File: config.mk
export PLATFORM = sky130hd
export DESIGN_NAME = m6502_step_ctrl_flat
export DESIGN_NICKNAME = d
export VERILOG_FILES = /design/src/rtl/m6502_step_ctrl_if.sv /design/src/rtl/m6502_step_ctrl.sv /design/src/flat_wrapper.sv
export SDC_FILE = /design/constraint.sdc
export NUM_CORES = 1
export LEC_CHECK = 0
export CORE_UTILIZATION = 36
export DETAILED_ROUTE_END_ITERATION = 8
export SETUP_SLACK_MARGIN = 0.1
export SYNTH_ARGS = -nofsm -noshare
export SYNTH_HDL_FRONTEND = slang
export SYNTH_SLANG_ARGS = --single-unit
File: constraint.sdc
create_clock -name clk -period 1.9 [get_ports clk]
set_input_delay 0.19 -clock clk [delete_from_list [all_inputs] [get_ports clk]]
set_output_delay 0.19 -clock clk [all_outputs]
set_load 0.02 [all_outputs]
File: src/rtl/m6502_step_ctrl_if.sv
// Pin bundle between a 6502 board and the step controller: CPU timing inputs,
// raw push-buttons and mode switch in, RDY, halt status and cycle count out.
interface m6502_step_ctrl_if;
    logic        phi2;
    logic        sync;
    logic        btn_step_n;
    logic        btn_run_n;
    logic        mode_cycle;
    logic        rdy;
    logic        halted;
    logic [15:0] cyc_count;

    modport master (
        output phi2, sync, btn_step_n, btn_run_n, mode_cycle,
        input  rdy, halted, cyc_count
    );

    modport slave (
        input  phi2, sync, btn_step_n, btn_run_n, mode_cycle,
        output rdy, halted, cyc_count
    );
endinterface

File: src/rtl/m6502_step_ctrl.sv
// Single-step / run controller for a 6502: holds the CPU through RDY and releases it
// for one bus cycle, one instruction, or free running, under push-button control.
module m6502_step_ctrl #(
    parameter int unsigned DB_COUNT = 20000,
    parameter int unsigned DB_WIDTH = 15
) (
    input  logic             clk,
    input  logic             rst_n,
    m6502_step_ctrl_if.slave bus
);
    localparam int unsigned NBTN     = 2;
    localparam int unsigned BTN_STEP = 0;
    localparam int unsigned BTN_RUN  = 1;
    localparam int unsigned CNT_W    = 16;
    localparam logic [DB_WIDTH-1:0] DB_LAST = DB_WIDTH'(DB_COUNT - 1);

    localparam logic [2:0] ST_HALT = 3'd0;
    localparam logic [2:0] ST_ARM  = 3'd1;
    localparam logic [2:0] ST_CYC  = 3'd2;
    localparam logic [2:0] ST_SKIP = 3'd3;
    localparam logic [2:0] ST_SEEK = 3'd4;
    localparam logic [2:0] ST_RUN  = 3'd5;

    // CPU timing synchronizers; phi2_prev_q gives the falling-edge detector
    logic phi2_meta_q, phi2_s_q, phi2_prev_q;
    logic sync_meta_q, sync_s_q;
    logic phi2_fall_c;

    always_ff @(posedge clk or negedge rst_n) begin
        if (!rst_n) begin
            phi2_meta_q <= 1'b0;
            phi2_s_q    <= 1'b0;
            phi2_prev_q <= 1'b0;
            sync_meta_q <= 1'b0;
            sync_s_q    <= 1'b0;
        end else begin
            phi2_meta_q <= bus.phi2;
            phi2_s_q    <= phi2_meta_q;
            phi2_prev_q <= phi2_s_q;
            sync_meta_q <= bus.sync;
            sync_s_q    <= sync_meta_q;
        end
    end

    assign phi2_fall_c = phi2_prev_q & ~phi2_s_q;

    // Button synchronizers idle high (released)
    logic [NBTN-1:0] btn_raw_c;
    logic [NBTN-1:0] btn_meta_q, btn_s_q;
    logic [NBTN-1:0] press_w;

    assign btn_raw_c = {bus.btn_run_n, bus.btn_step_n};

    always_ff @(posedge clk or negedge rst_n) begin
        if (!rst_n) begin
            btn_meta_q <= '1;
            btn_s_q    <= '1;
        end else begin
            btn_meta_q <= btn_raw_c;
            btn_s_q    <= btn_meta_q;
        end
    end

    // A level is accepted only after DB_COUNT consecutive clks differing from the
    // accepted level; the press pulse needs an accepted release in between.
    for (genvar b = 0; b < NBTN; b++) begin : g_db
        logic [DB_WIDTH-1:0] cnt_q, cnt_d;
        logic                lvl_q, lvl_d;
        logic                press_q, press_d;

        always_comb begin
            cnt_d   = cnt_q;
            lvl_d   = lvl_q;
            press_d = 1'b0;
            if (btn_s_q[b] == lvl_q) begin
                cnt_d = '0;
            end else if (cnt_q == DB_LAST) begin
                cnt_d   = '0;
                lvl_d   = btn_s_q[b];
                press_d = ~btn_s_q[b];
            end else begin
                cnt_d = cnt_q + DB_WIDTH'(1);
            end
        end

        always_ff @(posedge clk or negedge rst_n) begin
            if (!rst_n) begin
                cnt_q   <= '0;
                lvl_q   <= 1'b1;
                press_q <= 1'b0;
            end else begin
                cnt_q   <= cnt_d;
                lvl_q   <= lvl_d;
                press_q <= press_d;
            end
        end

        assign press_w[b] = press_q;
    end

    logic step_press_c, run_press_c;
    assign step_press_c = press_w[BTN_STEP];
    assign run_press_c  = press_w[BTN_RUN];

    logic [2:0]       state_q, state_d;
    logic [2:0]       target_q, target_d;
    logic             rdy_q, rdy_d;
    logic             halted_q, halted_d;
    logic [CNT_W-1:0] cyc_q, cyc_d;

    always_ff @(posedge clk or negedge rst_n) begin
        if (!rst_n) begin
            state_q  <= ST_HALT;
            target_q <= ST_HALT;
            rdy_q    <= 1'b0;
            halted_q <= 1'b1;
            cyc_q    <= '0;
        end else begin
            state_q  <= state_d;
            target_q <= target_d;
            rdy_q    <= rdy_d;
            halted_q <= halted_d;
            cyc_q    <= cyc_d;
        end
    end

    // Next state; presses not consumed by the current state are dropped
    always_comb begin
        state_d  = state_q;
        target_d = target_q;
        rdy_d    = 1'b0;
        halted_d = 1'b0;
        cyc_d    = cyc_q;

        unique case (state_q)
            ST_HALT: begin
                if (run_press_c) begin
                    state_d  = ST_ARM;
                    target_d = ST_RUN;
                end else if (step_press_c) begin
                    state_d  = ST_ARM;
                    target_d = bus.mode_cycle ? ST_CYC : ST_SKIP;
                end
            end
            ST_ARM:  if (phi2_fall_c) state_d = target_q;
            ST_CYC:  if (phi2_fall_c) state_d = ST_HALT;
            ST_SKIP: if (phi2_fall_c) state_d = ST_SEEK;
            ST_SEEK: if (phi2_s_q && sync_s_q) state_d = ST_HALT;
            ST_RUN:  if (run_press_c) state_d = ST_SEEK;
            default: state_d = ST_HALT;
        endcase

        rdy_d    = (state_d != ST_HALT) && (state_d != ST_ARM);
        halted_d = (state_d == ST_HALT);

        if (phi2_fall_c && rdy_q) cyc_d = cyc_q + CNT_W'(1);
    end

    assign bus.rdy       = rdy_q;
    assign bus.halted    = halted_q;
    assign bus.cyc_count = cyc_q;
endmodule

File: src/flat_wrapper.sv
// flat-port wrapper written by rule: the top's interface ports become plain ports
module m6502_step_ctrl_flat 
#(
    parameter int unsigned DB_COUNT = 20000,
    parameter int unsigned DB_WIDTH = 15
)
  (clk, rst_n, bus_phi2, bus_sync, bus_btn_step_n, bus_btn_run_n, bus_mode_cycle, bus_rdy, bus_halted, bus_cyc_count);
  m6502_step_ctrl_if bus_i ();
  input  logic clk;
  input  logic rst_n;
  input wire logic [$bits(bus_i.phi2)-1:0] bus_phi2;
  input wire logic [$bits(bus_i.sync)-1:0] bus_sync;
  input wire logic [$bits(bus_i.btn_step_n)-1:0] bus_btn_step_n;
  input wire logic [$bits(bus_i.btn_run_n)-1:0] bus_btn_run_n;
  input wire logic [$bits(bus_i.mode_cycle)-1:0] bus_mode_cycle;
  output wire logic [$bits(bus_i.rdy)-1:0] bus_rdy;
  output wire logic [$bits(bus_i.halted)-1:0] bus_halted;
  output wire logic [$bits(bus_i.cyc_count)-1:0] bus_cyc_count;
  assign bus_i.phi2 = bus_phi2;
  assign bus_i.sync = bus_sync;
  assign bus_i.btn_step_n = bus_btn_step_n;
  assign bus_i.btn_run_n = bus_btn_run_n;
  assign bus_i.mode_cycle = bus_mode_cycle;
  assign bus_rdy = bus_i.rdy;
  assign bus_halted = bus_i.halted;
  assign bus_cyc_count = bus_i.cyc_count;
  m6502_step_ctrl #(.DB_COUNT(DB_COUNT), .DB_WIDTH(DB_WIDTH)) u_core (.clk(clk), .rst_n(rst_n), .bus(bus_i));
endmodule
# Word-level counts from Yosys, hierarchy flattened
# Cells that the tools add are included.
[word_totals]
reg_bits = 67
input_bits = 7
out_inout_bits = 18
word_cells = 66
[op_classes]
add_sub_neg = 3
eq_ne = 10
n_mux = 19
bitwise = 6
reduce_logical = 10
[ops]
columns = ["cell", "count"]
rows = [
  ["15-bit two-way mux", 4],
  ["15-bit by 1-bit adder with 15-bit output (second input constant)", 2],
  ["15-bit == test (second input constant)", 2],
  ["3-bit two-way mux", 9],
  ["3-bit one-hot mux with 6 select lines", 1],
  ["16-bit by 1-bit adder with 16-bit output (second input constant)", 1],
  ["3-bit by 2-bit == test with 1-bit output (second input constant)", 2],
  ["3-bit == test (second input constant)", 2],
  ["3-bit zero test", 2],
  ["2-bit AND reduction", 3],
  ["1-bit two-way mux", 5],
  ["1-bit inverter", 5],
  ["3-bit by 1-bit == test with 1-bit output (second input constant)", 1],
  ["1-bit logical AND", 3],
  ["3-bit by 1-bit != test with 1-bit output (second input constant)", 1],
  ["3-bit nonzero test", 1],
  ["1-bit == test", 2],
  ["2-bit nonzero test", 1],
  ["1-bit AND", 1],
]

# Depth between registers and ports, before layout
# Gate-level depths: netlist of the first run.
[logic_depth]
depth_word = 6
mapped_depth = 7
mapped_depth_nobuf = 5

# Least setup slack after synthesis of the first run
# No wires, ideal clock.
[synth_timing]
kind = "reg2reg"
start = "register u_core.g_db[0].cnt_q[0]"
end = "register u_core.g_db[0].cnt_q[11]"
setup_time_ns = 0.069
arrival_ns = 1.381
required_ns = 1.831
setup_slack_ns = 0.450
stages_incl_launch_ff = 8
n_path_buf = 2
synth_period_minus_slack_ns = 1.450
cell_sequence = "dfrtp_1 ha_1 and4_1 buf_4 nand4_4 nand2b_2 buf_6 nor2_2"
[synth_via]
elab_chain_cells = 3
word_cells_on_any_way = 4
classes_between = "add/sub: 1; eq/ne: 1; mux: 2"
[synth_lines]
columns = ["item", "line", "text"]
rows = [
  ["start: declaration", "m6502_step_ctrl.sv:67", "logic [DB_WIDTH-1:0] cnt_q, cnt_d;"],
  ["start signal: assignment", "m6502_step_ctrl.sv:92", "cnt_q <= cnt_d;"],
  ["15-bit by 1-bit adder with 15-bit output / 15-bit == test (equally long branches)", "m6502_step_ctrl.sv:82, m6502_step_ctrl.sv:77", ""],
  ["15-bit two-way mux (*)", "m6502_step_ctrl.sv:77", "end else if (cnt_q == DB_LAST) begin"],
  ["15-bit two-way mux (*)", "m6502_step_ctrl.sv:75", "if (btn_s_q[b] == lvl_q) begin"],
  ["net u_core.g_db[0].cnt_d[11]", "m6502_step_ctrl.sv:67", ""],
]
# Mark *: on every way through the listed nets, which the timed path passes. The rest lies on a longest branch.
# A chain may end at the register's enable or synchronous reset.

# Worst setup path in the final report of the first run
[layout_timing]
start = "register u_core.halted_q (netlist: u_core.bus.halted)"
end = "output bus_halted"
[layout_rtl]
columns = ["item", "line", "text"]
rows = [
  ["start: declaration", "m6502_step_ctrl.sv:108", "logic halted_q, halted_d;"],
  ["start signal: assignment", "m6502_step_ctrl.sv:122", "halted_q <= halted_d;"],
  ["end: declaration", "flat_wrapper.sv:17", "output wire logic [$bits(bus_i.halted)-1:0] bus_halted;"],
]
# No word-level cell between the ends.

==> results of run 1 <==
==> layer usage <==
layer | vias to the layer above | track usage
li1 | 975 | -
met1 | 960 | 0.1784
met2 | 34 | 0.2032
met3 | 4 | 0.02913
met4 | 0 | 0.07692
met5 | - | 0
==> stage by stage <==
stage                     total power, uW  cells
after floorplan                      1531    263
after global placement               1583    388
after detailed placement             1585    388
after CTS                            2765    405
after global routing                 2831    405
final                                2709    405
==> cell families after synthesis <==
logic type / count (synthesis)
AOI/OAI and AO/OA: 8
xor gates and xnor gates: 43
adders and majority gates: 3
buffers and inverters: 9
DFF: 67
muxes: 3
and+or+nand+nor: 130
==> area by class of cell <==
cell class / count / area [um^2] / share of cell area
flip-flops and latches: 67 / 1685 / 0.4693
well taps: 105 / 131.4 / 0.03659
multi-input cells: 187 / 1296 / 0.3610
clock buffers: 11 / 141.4 / 0.03937
repair buffers: 27 / 272.8 / 0.07596
clock inverters: 5 / 52.55 / 0.01463
inverters: 3 / 11.26 / 0.003136
==> final timing paths <==
path	startpoint	end	slack [ns]	cells past startpoint
max	u_core.bus.halted$_DFF_PN1_	bus_halted	0.28	1
min	bus_btn_run_n	u_core.btn_meta_q[1]$_DFF_PN1_	0.26	1
max reg2reg	u_core.g_db[1].cnt_q[0]$_DFF_PN0_	u_core.g_db[1].cnt_q[12]$_DFF_PN0_	0.29	5
min reg2reg	u_core.phi2_meta_q$_DFF_PN0_	u_core.phi2_s_q$_DFF_PN0_	0.35	0
max in group asynchronous	rst_n	u_core.bus.halted$_DFF_PN1_	0.89	3
min in group asynchronous	rst_n	u_core.bus.cyc_count[15]$_DFFE_PN0P_	0.35	2
==> Yosys cell counts, types with 3 or more instances <==
cell and count:
and3_1 4, and4_1 7, dfrtp_1 60, dfstp_2 7, ha_1 3, inv_1 3
nand2_1 19, nand2b_1 3, nand3_1 10, nand4_1 15, nor2_1 28, nor2_2 12
nor3_1 5, nor4_1 3, o21ai_0 3, xnor2_1 23, xor2_1 20
==> state kept, by name, summed over array words and instances, names as in the netlist <==
name                  cells
u_core.g_db.cnt_q        30
u_core.state_q            3
u_core.sync_meta_q        1
u_core.g_db.lvl_q         2
u_core.g_db.press_q       2
u_core.btn_s_q            2
u_core.btn_meta_q         2
u_core.bus.cyc_count     16
u_core.sync_s_q           1
u_core.bus.halted         1
u_core.target_q           3
u_core.phi2_prev_q        1
u_core.bus.rdy            1
u_core.phi2_meta_q        1
u_core.phi2_s_q           1
==> power groups by stage <==
stage	Clock (uW)	Sequential, uW	Combinational [uW]
final	1150	1470	88.9
after CTS	1200	1470	93.2
after global placement	0	1490	91.0
after floorplan	0	1490	41.7
after detailed placement	0	1490	91.0
after global routing	1260	1470	104
==> flow_summary.yaml, run 1 <==
status:
  outcome: "finished with violations"
  violations: "DRC"
power:
  power_frac_clock: 0.426
  combPwrFrac: 0.033
  seq_power_share: 0.541
  p_sw_frac: 0.2187
  p_int_uw: 2116
  p_leak_uw: 0.001512
  power.switching_uw: 592.5
  ir_drop_mv: 0.3872
  power_density_mw_per_mm2: 754.4
placed_design:
  routabilityCongestion: 0.7697
  place_ws_ns: 0.2873
  post-dp-hpwl_mm: 3.556
  post_dp_cell_area_mm2: 0.003387
  port_buffers: 24
yosys:
  yosysSeqAreaShare: 0.5543
  ys_ff_latch: 67
  synth-compound-area-share: 0.01481
  synth_cells: 263
  yosysWarnings: 0
  synthMuxAreaShare: 0.01358
  synthAdderAreaFrac: 0.01235
  syn_nets: 273
  synth_xor_area_frac: 0.1239
  yosysTopAreaCell: "dfrtp_1"
  synth_top_family_by_area: "simple AND/OR/NAND/NOR gates"
  synthDistinctLibCells: 44
  synthArstFlopShare: 1.000
  synth-edff-count: 0
  synth_top_area_share: 0.4938
  netlist_area_mm2: 0.003040
  synth_area_leaders: "dfrtp_1 (49%), xnor2_1 (6.6%), dfstp_2 (6.0%), xor2_1 (5.8%), nor2_1 (3.5%)"
  yosys.area_share.simple: 0.2617
  avgSynthCellArea_um2: 11.56
  synth-main-ff-cell: "dfrtp_1"
clocking:
  cts_tree: "yes"
  cts_num_sinks: 67
  htreeDepth: 3
  postCtsSetupBuffers: 0
  cts_made_buffers: 9
  cts.path.max_buffers: 2
  clkSlewWorstSetupHoldPaths_ns: 0.07
  ctsResizeCount: 0
  cts_root_buffer: "clkbuf_8"
  postCtsHoldBufs: 1
  clk_latency_ns: 0.33
detailed_routing:
  drt-wirelength-per-cell_um: 12.85
  dr_wl_met3_um: 170
  m1WireLength_mm: 2.535
  initialDrtViolationCount: 92
  vias_per_cell: 4.872
  wl_mm: 5.206
  drcViolationCount: 1
  highest_layer: "met4"
  drt-pass1-iter-count: 6
  antenna_left: 0
  wl_met2_mm: 2.454
  vias: 1973
worst_setup_path:
  path_cells: "clkdlybuf4s50_1"
  critPathMaxStageDelay_ns: 0.59
  crit_family: "buffers and inverters"
  worstPathArrival_ns: 1.43
  crit_required_ns: 1.71
  critPathMaxFanout: 1
  crit_slowest_cell: "clkdlybuf4s50_1"
  cp-end-kind: "primary output"
  startpoint_type: "register"
  cp_num_buf_inv: 1
  worstSetupPathType: "reg2out"
job:
  cap_violations: 0
global_route:
  grt_max_degree: 48
  grt_pass1_wl_mm: 9.101
  grt_usage: 0.1348
  grt_pass1_vias: 1946
  grt_antenna_before_repair: 0
  grt-ovfl-total: 0
timing:
  fin_skew_ns: 0.006913
  setup_ws_ns: 0.2791
  finalSetupTns_ns: 0
  setup_viol: 0
  max_slew_margin: 0.6766
  period_share: 0.8531
  rsz0062_at_grt: "no"
  finalMaxSlewViolations: 0
  finalCriticalPeriod_ns: 1.621
  hold-worst-slack_ns: 0.2607
  worst_slew_pin_slew_ns: 0.4850
  fmax_ghz: 0.6169
  hold_violations: 0
layout:
  fin_util: 0.4392
  final_nets: 305
  layout_commonest_cell: "dfrtp_1"
  drive_gt1_frac: 0.1767
  final_cell_area_mm2: 0.003591
  fillers: 793
  layout_common_cells: "dfrtp_1 (60), nor2_1 (28), xnor2_1 (23), clkdlybuf4s50_1 (23), xor2_1 (20)"
  area_growth_pct: 18.11
  diodes: 0
floorplan:
  io_pins: 25
  die_area_mm2: 0.008817
  rows: 33
  initial_utilization: 0.3719
  die_w_um: 93.90
  die_h_um: 93.90
  fp.coreArea_mm2: 0.008175
min_path:
  hp-class: "in2reg"
No activity file was read; power rests on OpenSTA's default activity.
==> inputs of run 2 (changes only) <==
Settings changed: CORE_MARGIN set to 8, PLACE_DENSITY set to 0.58, SLEW_MARGIN set to 20.
==> flow_summary.yaml, run 2 (synthesized netlist as in run 1, its figures left out) <==
status:
  outcome: "completed"
worst_setup_path:
  reg2reg_slack_ns: 0.35
  worstSetupPathType: "reg2out"
  worstPathArrival_ns: 1.45
  crit_slowest_cell: "clkdlybuf4s50_1"
  worstRegToRegCells: 5
  path_cells: "clkdlybuf4s50_1"
  crit_family: "buffers and inverters"
  cp_num_buf_inv: 1
  cp-end-kind: "primary output"
  critPathMaxStageDelay_ns: 0.59
  critPathMaxFanout: 1
  startpoint_type: "register"
  reg2reg_to: "u_core.g_db[0].cnt_q[3]$_DFF_PN0_"
  r2r_start: "u_core.g_db[0].cnt_q[0]$_DFF_PN0_"
  crit_required_ns: 1.71
floorplan:
  fp.coreArea_mm2: 0.008217
  io_pins: 25
  initial_utilization: 0.3700
  rows: 33
  die_area_mm2: 0.01164
  die_w_um: 107.9
  die_h_um: 107.9
global_route:
  grt_pass1_vias: 1954
  grt_antenna_before_repair: 0
  grt-ovfl-total: 0
  grt_pass1_wl_mm: 9.108
  grt_usage: 0.09966
  grt_max_degree: 50
timing:
  hold-worst-slack_ns: 0.2448
  finalMaxSlewViolations: 0
  finalSetupTns_ns: 0
  finalCriticalPeriod_ns: 1.643
  setup_viol: 0
  worst_slew_pin_slew_ns: 0.5127
  rsz0062_at_grt: "no"
  hold_violations: 0
  fmax_ghz: 0.6086
  max_slew_margin: 0.6551
  period_share: 0.8648
  fin_skew_ns: 0.01165
detailed_routing:
  wl_mm: 5.143
  drcViolationCount: 0
  vias_per_cell: 4.729
  initialDrtViolationCount: 55
  antenna_left: 0
  vias: 1920
  drt-pass1-iter-count: 4
  drt-wirelength-per-cell_um: 12.67
power:
  power_frac_clock: 0.425
  ir_drop_mv: 0.3350
  p_leak_uw: 0.001513
  p_int_uw: 2080
  p_sw_frac: 0.2304
  seq_power_share: 0.542
  power.switching_uw: 622.9
  power_density_mw_per_mm2: 751.5
  combPwrFrac: 0.032
layout:
  area_growth_pct: 18.31
  drive_gt1_frac: 0.1827
  top_register: "u_core.g_db.cnt_q"
  final_nets: 306
  layout_commonest_cell: "dfrtp_1"
  largest_reg_flops: 30
  layout_common_cells: "dfrtp_1 (60), nor2_1 (28), xnor2_1 (23), clkdlybuf4s50_1 (23), xor2_1 (20)"
  diodes: 0
clocking:
  cts_root_buffer: "clkbuf_8"
  cts_made_buffers: 9
  postCtsSetupBuffers: 0
  postCtsHoldBufs: 1
  clkSlewWorstSetupHoldPaths_ns: 0.08
  cts_num_sinks: 67
  htreeDepth: 3
  cts.path.max_buffers: 2
  ctsResizeCount: 0
  clk_latency_ns: 0.34
  cts_tree: "yes"
min_path:
  worstHoldEndpoint: "u_core.btn_meta_q[0]$_DFF_PN1_"
  holdPathStages: 1
  hp-class: "in2reg"
  hp-start: "bus_btn_step_n"
placed_design:
  post-dp-hpwl_mm: 3.597
  port_buffers: 24
  routabilityCongestion: 0.7447
job:
  cap_violations: 0
run 2: cell count changes in the layout (fill, tap and decap cells not counted):
| cell | change |
|---|---|
| buf_4 | +1 |
| clkbuf_1 | -1 |
| clkbuf_8 | -1 |
| clkinv_4 | +1 |
| clkinvlp_4 | +1 |
run 2: area by class of cell:
| cell class | instances | area [um^2] |
|---|---|---|
| Clock buffer | 9 | 123.9 |
| Multi-Input combinational cell | 187 | 1296 |
| Tap cell | 105 | 131.4 |
| Clock inverter | 7 | 68.82 |
| Inverter | 3 | 11.26 |
| Timing Repair Buffer | 28 | 280.3 |
| Sequential cell | 67 | 1685 |
| Fill cell | 791 | 4619 |
run 2: power by group through the flow:
stage | registers, uW | logic [uW] | clock network [uW]
after floorplan | 1490 | 41.7 | 0
after global placement | 1490 | 90.7 | 0
after detailed placement | 1490 | 90.5 | 0
after CTS | 1470 | 92.4 | 1190
after global routing | 1470 | 103 | 1250
final | 1470 | 87.5 | 1150
run 2: worst max path at each step:
stage | start | to | slack, ns | cells after the start
2_1_floorplan | u_core.g_db[0].cnt_q[0]$_DFF_PN0_ | u_core.g_db[0].cnt_q[11]$_DFF_PN0_ | 0.45 | 7
3_3_place_gp | u_core.g_db[0].cnt_q[0]$_DFF_PN0_ | u_core.g_db[0].cnt_q[14]$_DFF_PN0_ | 0.38 | 5
3_5_place_dp | u_core.g_db[0].cnt_q[0]$_DFF_PN0_ | u_core.g_db[0].cnt_q[3]$_DFF_PN0_ | 0.34 | 5
4_1_cts | u_core.bus.halted$_DFF_PN1_ | bus_halted | 0.23 | 1
5_1_grt | u_core.bus.halted$_DFF_PN1_ | bus_halted | 0.20 | 1
6_report | u_core.bus.halted$_DFF_PN1_ | bus_halted | 0.26 | 1
run 2: layer usage:
metal  vias up  routed length [um]  GRT usage
li1        976                   -          -
met1       906                2535     0.1257
met2        26                2209     0.1456
met3        12                 259    0.02754
met4         0                 138    0.06838
met5         -                   0          0
run 2: metrics by stage:
step                total power, uW  setup WS [ns]    util  std cells  area, um^2
floorplan                      1531         0.4502       -        263        3040
global placement               1583         0.3817  0.4131        389        3395
detailed placement             1584         0.3437  0.4131        389        3395
CTS                            2751         0.2317  0.4378        406        3597
global route                   2825         0.1972  0.4378        406        3597
finish                         2703         0.2569  0.4378        406        3597
==> inputs of run 3 (changes only) <==
Clock period 1.9 ns to 2 ns, I/O delays scaled along.
==> flow_summary.yaml, run 3 (synthesized netlist as in run 1, its figures left out) <==
status:
  outcome: "completed"
detailed_routing:
  vias: 2017
  drt-pass1-iter-count: 6
  vias_per_cell: 4.980
  m1WireLength_mm: 2.495
  wl_met2_mm: 2.495
  initialDrtViolationCount: 57
  drcViolationCount: 0
  antenna_left: 0
  dr_wl_met3_um: 258
  drt-wirelength-per-cell_um: 13.23
  wl_mm: 5.357
  highest_layer: "met4"
clocking:
  postCtsSetupBuffers: 0
  clkSlewWorstSetupHoldPaths_ns: 0.07
  clk_latency_ns: 0.33
  cts_tree: "yes"
  ctsResizeCount: 0
  htreeDepth: 3
  cts.path.max_buffers: 2
  postCtsHoldBufs: 1
  cts_made_buffers: 9
  cts_root_buffer: "clkbuf_8"
  cts_num_sinks: 67
placed_design:
  dp.cells: 388
  place_ws_ns: 0.2979
  routabilityCongestion: 0.7718
  port_buffers: 24
  post-dp-hpwl_mm: 3.693
global_route:
  grt-ovfl-total: 0
  grt_usage: 0.1001
  grt_pass1_vias: 1991
  grt_antenna_before_repair: 0
  grt_pass1_wl_mm: 9.342
  grt_max_degree: 51
layout:
  largest_reg_flops: 30
  layout_commonest_cell: "dfrtp_1"
  fin_util: 0.4469
  stdcell_count: 405
  diodes: 0
  drive_gt1_frac: 0.1767
  layout_common_cells: "dfrtp_1 (60), nor2_1 (28), xnor2_1 (23), clkdlybuf4s50_1 (23), xor2_1 (20)"
  final_nets: 305
  area_growth_pct: 20.78
  top_register: "u_core.g_db.cnt_q"
floorplan:
  rows: 33
  io_pins: 25
  die_area_mm2: 0.01164
  fp.coreArea_mm2: 0.008217
  die_w_um: 107.9
  initial_utilization: 0.3700
  die_h_um: 107.9
power:
  power.switching_uw: 566.1
  power_frac_clock: 0.507
  p_leak_uw: 0.001550
  p_int_uw: 2431
  seq_power_share: 0.465
  power_density_mw_per_mm2: 816.1
  p_sw_frac: 0.1889
  ir_drop_mv: 0.3626
  combPwrFrac: 0.028
timing:
  worst_slew_pin_slew_ns: 0.4967
  rsz0062_at_grt: "no"
  fmax_ghz: 0.5904
  max_slew_margin: 0.6658
  hold_violations: 0
  finalSetupTns_ns: 0
  fin_skew_ns: 0.004426
  setup_viol: 0
  finalCriticalPeriod_ns: 1.694
  hold-worst-slack_ns: 0.2728
  setup_ws_ns: 0.3061
  period_share: 0.8469
  finalMaxSlewViolations: 0
worst_setup_path:
  critPathMaxFanout: 13
  startpoint_type: "register"
  cp-end-kind: "register"
  worstSetupPathType: "reg2reg"
  worstPathArrival_ns: 1.90
  crit_required_ns: 2.20
min_path:
  hp-class: "in2reg"
job:
  cap_violations: 0
run 3: cell count changes in the layout (fill, tap and decap cells not counted), sizes merged:
cell      delta
buf          -1
clkbuf       +3
bufinv       +3
clkinv       -4
clkinvlp     -2
run 3: routing by layer:
metal / global-route usage / vias up
li1: - / 972
met1: 0.1227 / 999
met5: 0 / -
met4: 0.05055 / 0
met2: 0.1623 / 35
met3: 0.02275 / 11
run 3: final timing paths:
path | startpoint | end | slack (ns) | cells after the start
setup reg to reg | u_core.g_db[0].cnt_q[0]$_DFF_PN0_ | u_core.g_db[0].cnt_q[2]$_DFF_PN0_ | 0.31 | 5
min in group asynchronous | rst_n | u_core.bus.cyc_count[14]$_DFFE_PN0P_ | 0.33 | 2
hold reg to reg | u_core.btn_meta_q[1]$_DFF_PN1_ | u_core.btn_s_q[1]$_DFF_PN1_ | 0.36 | 0
max in group asynchronous | rst_n | u_core.btn_meta_q[1]$_DFF_PN1_ | 0.99 | 3
setup / recovery | u_core.g_db[0].cnt_q[0]$_DFF_PN0_ | u_core.g_db[0].cnt_q[2]$_DFF_PN0_ | 0.31 | 5
hold / removal | bus_btn_step_n | u_core.btn_meta_q[0]$_DFF_PN1_ | 0.27 | 1
run 3: metrics by stage:
step	instance area [um^2]	power [uW]
final	3672	2997
after global routing	3672	3097
after CTS	3672	3039
after detailed placement	3387	1506
after global placement	3387	1503
after floorplan	3040	1455
run 3: area by class of cell:
type | count | area, um^2
fill | 774 | 4544
sequential | 67 | 1685
multi-input combinational | 187 | 1296
timing repair buffer | 27 | 272.8
clock buffer | 12 | 155.1
tap | 105 | 131.4
clock inverter | 4 | 120.1
inverter | 3 | 11.26
run 3: critical path, stage by stage (launching register included):
cell and delay [ns]:
dfrtp_1 0.40, ha_1 0.22, and4_1 0.38, nand4_4 0.15
nand2b_2 0.33, nor2_1 0.10
run 3: power groups by stage:
stage / Combinational, uW / Clock [uW] / Sequential [uW]
after CTS: 89.0 / 1560 / 1390
after global routing: 99.2 / 1600 / 1400
after detailed placement: 87.5 / 0 / 1420
after global placement: 85.8 / 0 / 1420
after floorplan: 39.6 / 0 / 1420
final: 84.9 / 1520 / 1390
==> RTL edit 1 (flow settings as in run 2) <==
`DB_COUNT` is set to 20000 in 2 places; all go to 15000.
--- a/src/rtl/m6502_step_ctrl.sv
+++ b/src/rtl/m6502_step_ctrl.sv
@@ -2,5 +2,5 @@
 // for one bus cycle, one instruction, or free running, under push-button control.
 module m6502_step_ctrl #(
-    parameter int unsigned DB_COUNT = 20000,
+    parameter int unsigned DB_COUNT = 15000,
     parameter int unsigned DB_WIDTH = 15
 ) (
--- a/src/flat_wrapper.sv
+++ b/src/flat_wrapper.sv
@@ -2,5 +2,5 @@
 module m6502_step_ctrl_flat 
 #(
-    parameter int unsigned DB_COUNT = 20000,
+    parameter int unsigned DB_COUNT = 15000,
     parameter int unsigned DB_WIDTH = 15
 )
Formal check against the unedited RTL: same outputs for any inputs over 10 cycles, from zero or initial values and one cycle with rst_n low; that may be too few to reach the edited logic, so the function may still have changed.
==> RTL edit 1 against run 2 <==
Final area is essentially flat. Routed wire length is 1.4% higher. Worst setup slack worse by 250 ps. Synthesized area fell by 5.2%. Core utilization rose by 2.8 points. Largest power group unchanged. Power rose by 4.7%. Sequential cell count did not move. Clock power is 11% higher. Critical path type is now reg -> reg. First-iteration DRC count rose by 11%.
==> RTL edit 1: results (changes against run 2) <==
| Metric | Value |
|---|---|
| Outcome | `finished clean` |
| DRC violation total after the first TritonRoute iteration | `61 (+11%)` |
| Final-stage net count | `314 (+2.6%)` |
| Worst Tran Pin Value | `558 ps (+45.2 ps)` |
| Critical path destination | `u_core.g_db[0].lvl_q` |
| CP max FO | `4 (+3)` |
| Top cells by instance count after synthesis | `60 x sky130_fd_sc_hd__dfrtp_1, 41 x sky130_fd_sc_hd__nor2_1, 27 x sky130_fd_sc_hd__xnor2_1, 18 x sky130_fd_sc_hd__nand2_1, 16 x sky130_fd_sc_hd__xor2_1` |
| Area share of fa/ha/maj cells after synthesis | `1.30% (+0.068 points)` |
| Global-route usage over all layers | `10.2% (+0.28 points)` |
| Clk network pwr share | `45.1% (+2.6 points)` |
| Leading cell types by total area after synthesis | `sky130_fd_sc_hd__dfrtp_1 52%, sky130_fd_sc_hd__xnor2_1 8.2%, sky130_fd_sc_hd__dfstp_2 6.4%` |
| Share of layout cells above drive strength 1 | `15.2% (-3.1 points)` |
| Sequential fraction of design power | `51.7% (-2.5 points)` |
| CP arrival | `2150 ps (+700 ps)` |
| Synthesized-area fraction occupied by xor and xnor cells | `13.1% (+0.68 points)` |
| Drt total wl | `5210 um (+1.4%)` |
| Post-Route Skew | `8.46 ps (-3.19 ps)` |
| Final HPWL from detailed placement | `3470 um (-3.4%)` |
| FF-to-FF Start | `u_core.g_db[0].cnt_q[8]` |
| Routed via count divided by cell count | `4.68 (-1.0%)` |
| Largest stage delay on the critical path | `610 ps (+20 ps)` |
| Net count after synthesis | `270 (-1.1%)` |
| Seq/Total Area, Yosys | `58.5% (+3.1 points)` |
| Compound-cell area share of the yosys netlist | `1.78% (+0.30 points)` |
| Yosys cell types | `37 (-16%)` |
| Worst IR drop on VDD | `0.421 mV (+26%)` |
| Flip-flop count of the largest register, all copies and words added | `30 (unchanged)` |
| Cell area after placement | `3310 um2 (-2.5%)` |
| Net Sw Frac | `21.6% (-1.5 points)` |
| Vias in the first global route | `1,997 (+2.2%)` |
| Gp weighted congestion | `0.751 (+0.85%)` |
| Setup slack on the worst flop-to-flop path | `10 ps (-340 ps)` |
| Family with the most delay on the worst path | `simple AND/OR/NAND/NOR gates` |
| First-pass GRT wire length | `9370 um (+2.9%)` |
| R2R cell count | `3 (-2)` |
| Post-CTS setup buffers | `1 (+1)` |
| Cell with the largest stage delay on the worst path | `sky130_fd_sc_hd__or4b_4` |
| LEAKAGE | `1.54 nW (+1.5%)` |
| Mux share of post-synthesis cell area | `1.30% (-0.055 points)` |
| Power Density | `787 nW/um2 (+4.7%)` |
| Maximum number of pins on one net before global-route repair | `68 (+36%)` |
-- RTL edit 1: per-stage QoR --
stage / utilization, % / hold slack (ps) / worst slack, ps / cells
2_1_floorplan: - / -106 / 50.1 / 260
3_3_place_gp: 42.8 / 241 / 38.9 / 392
3_5_place_dp: 42.8 / 241 / 26.1 / 392
4_1_cts: 45.9 / 242 / 23.8 / 410
5_1_grt: 46.6 / 239 / -19.2 / 411
6_report: 46.6 / 266 / 11.6 / 411
-- RTL edit 1: layout make-up --
type	count	area, um2
repair buffers	36	340
inverters	7	26.3
multi-input cells	183	1200
fillers	721	4130
well taps	102	128
flip-flops and latches	67	1690
clock inverters	7	92.6
clock buffers	9	124
-- RTL edit 1: metal layers --
layer  vias to the layer above  wire [um]  global-route usage (%)  part of all wire, %
li1                        972          -                       -                    -
met2                        28       2330                    16.0                   45
met1                       913       2570                    12.6                   49
met3                        11        197                    2.80                  3.8
met5                         -          0                       0                    0
met4                         0        121                    5.50                  2.3
==> RTL edit 2 (settings of run 2) <==
Without the edit above. Reset style: synchronous (`rst_n`), changed in 4 clocked blocks.
--- a/src/rtl/m6502_step_ctrl.sv
+++ b/src/rtl/m6502_step_ctrl.sv
@@ -27,5 +27,5 @@
     logic phi2_fall_c;
 
-    always_ff @(posedge clk or negedge rst_n) begin
+    always_ff @(posedge clk) begin
         if (!rst_n) begin
             phi2_meta_q <= 1'b0;
@@ -52,5 +52,5 @@
     assign btn_raw_c = {bus.btn_run_n, bus.btn_step_n};
 
-    always_ff @(posedge clk or negedge rst_n) begin
+    always_ff @(posedge clk) begin
         if (!rst_n) begin
             btn_meta_q <= '1;
@@ -84,5 +84,5 @@
         end
 
-        always_ff @(posedge clk or negedge rst_n) begin
+        always_ff @(posedge clk) begin
             if (!rst_n) begin
                 cnt_q   <= '0;
@@ -109,5 +109,5 @@
     logic [CNT_W-1:0] cyc_q, cyc_d;
 
-    always_ff @(posedge clk or negedge rst_n) begin
+    always_ff @(posedge clk) begin
         if (!rst_n) begin
             state_q  <= ST_HALT;
Formal check against the unedited RTL: no difference found for any inputs over 10 cycles, from zero or initial values and one cycle with rst_n low; that may be too few to reach the edited logic, so the function may still have changed.
==> RTL edit 2 against run 2 <==
Sequential power fell by 3%. Critical path type is now reg -> reg. Final cell count rose by 8.6%. Largest cell class unchanged. Final area fell by 5.5%. Routed wire length fell by 2.9%. Synthesized area fell by 9.5%. Sequential cell count did not move. Register-to-register slack got worse by 190 ps. Worst setup slack got worse by 93 ps. Combinational power fell by 40%. Power rose by 3.1%. Sequential share of layout area fell by 7.1 points.
==> RTL edit 2: results (changes against run 2) <==
| Metric | Value |
|---|---|
| Final-stage net count | `344 (+12%)` |
| Cell with the largest stage delay on the worst path | `sky130_fd_sc_hd__or4b_4` |
| Number of buffers inserted by hold repair at cts | `0 (-1)` |
| Fraction of registers with async set or reset after synthesis | `0% (-100 points)` |
| DRC violation total after the first TritonRoute iteration | `57 (+3.6%)` |
| Worst slack after detailed placement | `94.4 ps (-249 ps)` |
| Final critical-path required period | `1740 ps (+92.7 ps)` |
| Final HPWL from detailed placement | `3490 um (-3.0%)` |
| Post-Route Skew | `8.40 ps (-3.25 ps)` |
| Max-slew headroom | `62.5% (-3.0 points)` |
| Routed via count divided by cell count | `4.82 (+2.0%)` |
| Global-route usage over all layers | `10.3% (+0.29 points)` |
| Antenna violations before repair | `0 (unchanged)` |
| Number of buffers added by the clock tree synthesis step | `9 (unchanged)` |
| Warnings, synthesis | `0 (unchanged)` |
| Top cells by instance count after synthesis | `67 x sky130_fd_sc_hd__dfxtp_1, 40 x sky130_fd_sc_hd__nor2_1, 25 x sky130_fd_sc_hd__xor2_1, 20 x sky130_fd_sc_hd__nand2_1, 19 x sky130_fd_sc_hd__nand3_1` |
| Outcome | `finished clean` |
| Vias in the first global route | `1,931 (-1.2%)` |
| LEAKAGE | `1.19 nW (-21%)` |
| Cell area after placement | `3150 um2 (-7.3%)` |
| Setup slack on the worst flop-to-flop path | `160 ps (-190 ps)` |
| Worst-case clock buffer depth | `2 (unchanged)` |
| Final-layout worst hold slack | `406 ps (+162 ps)` |
| Gp weighted congestion | `0.800 (+7.4%)` |
| Worst IR drop on VDD | `0.365 mV (+8.9%)` |
| Register name with the most flops | `u_core.g_db.cnt_q` |
| Clock latency on the worst-skew pair | `340 ps (about the same)` |
| CP arrival | `2020 ps (+570 ps)` |
| Largest stage delay on the critical path | `510 ps (-80 ps)` |
| Initial standard-cell utilization of the core | `36.4% (-0.64 points)` |
| First-pass GRT wire length | `8560 um (-6.1%)` |
| CP max FO | `7 (+6)` |
| Yosys cell types | `35 (-20%)` |
| Net count after synthesis | `311 (+14%)` |
| Mean routed wirelength per cell | `11.3 um (-11%)` |
| Number of I/O port buffers | `24 (unchanged)` |
| Share of layout cells above drive strength 1 | `10.9% (-7.4 points)` |
| Maximum number of pins on one net before global-route repair | `29 (-42%)` |
| Seq/Total Area, Yosys | `48.7% (-6.7 points)` |
| Family with the most delay on the worst path | `simple AND/OR/NAND/NOR gates` |
| Leading cell types by total area after synthesis | `sky130_fd_sc_hd__dfxtp_1 49%, sky130_fd_sc_hd__xor2_1 8.0%, sky130_fd_sc_hd__nor2_1 5.5%` |
[RTL edit 2: cell types whose count changed after synthesis, moves of 6 or more]
cell	delta
sky130_fd_sc_hd__nor2_2	-12
sky130_fd_sc_hd__clkbuf_1	+10
sky130_fd_sc_hd__xnor2_1	-13
sky130_fd_sc_hd__dfxtp_1	+67
sky130_fd_sc_hd__mux2i_1	+8
sky130_fd_sc_hd__and2_1	+6
sky130_fd_sc_hd__nand2b_1	+7
sky130_fd_sc_hd__dfstp_2	-7
sky130_fd_sc_hd__nor2_1	+12
sky130_fd_sc_hd__nand3_1	+9
sky130_fd_sc_hd__dfrtp_1	-60
[RTL edit 2: power breakdown]
part | total, mW | switching [mW] | leakage, nW | internal, mW
Clock | 1.32 | 0.546 | 0.108 | 0.774
Sequential | 1.42 | 0.00495 | 0.544 | 1.41
Combinational | 0.0523 | 0.0277 | 0.542 | 0.0246
Total | 2.79 | 0.579 | 1.19 | 2.21
[RTL edit 2: logic make-up after synthesis]
group                    synth area share [%]
AND/OR/NAND/NOR                          28.6
flip-flops                               48.7
XOR/XNOR                                 11.1
AO/OA/AOI/OAI                            4.46
buffers and inverters                    2.82
multiplexers                             2.91
adder cells (fa/ha/maj)                  1.36
[RTL edit 2: metal layers]
| metal | vias up | GRT usage (%) | wire, um |
|---|---|---|---|
| li1 | 1105 | - | - |
| met1 | 975 | 12.3 | 2400 |
| met2 | 37 | 15.6 | 2190 |
| met3 | 10 | 2.88 | 293 |
| met4 | 0 | 7.01 | 115 |
| met5 | - | 0 | 0 |
[RTL edit 2: cell type report]
| cell class | instances | area (um2) |
|---|---|---|
| Fill cell | 729 | 4170 |
| Timing Repair Buffer | 34 | 315 |
| Clock inverter | 6 | 88.8 |
| Tap cell | 102 | 128 |
| Multi-Input combinational cell | 214 | 1350 |
| Clock buffer | 10 | 138 |
| Sequential cell | 67 | 1350 |
| Inverter | 8 | 30.0 |
[RTL edit 2: path summary, 6_finish.rpt]
check                                from                  endpoint  depth (start not counted)
setup reg to reg  u_core.bus.cyc_count[1]  u_core.bus.cyc_count[10]                          5
hold / removal              bus_btn_run_n      u_core.btn_meta_q[1]                          2
setup / recovery  u_core.bus.cyc_count[1]  u_core.bus.cyc_count[10]                          5
hold reg to reg      u_core.btn_meta_q[1]         u_core.btn_s_q[1]                          1
[RTL edit 2: through the flow]
step	power, mW	cells
2_1_floorplan	1.48	301
3_3_place_gp	1.50	424
3_5_place_dp	1.50	424
4_1_cts	2.84	440
5_1_grt	2.90	441
6_report	2.79	441
[RTL edit 2: timing repair]
action                     CTS  global route
resized for setup            1             3
setup endpoints to repair    3             3
pin swaps                    0             0
buffers inserted             0             1
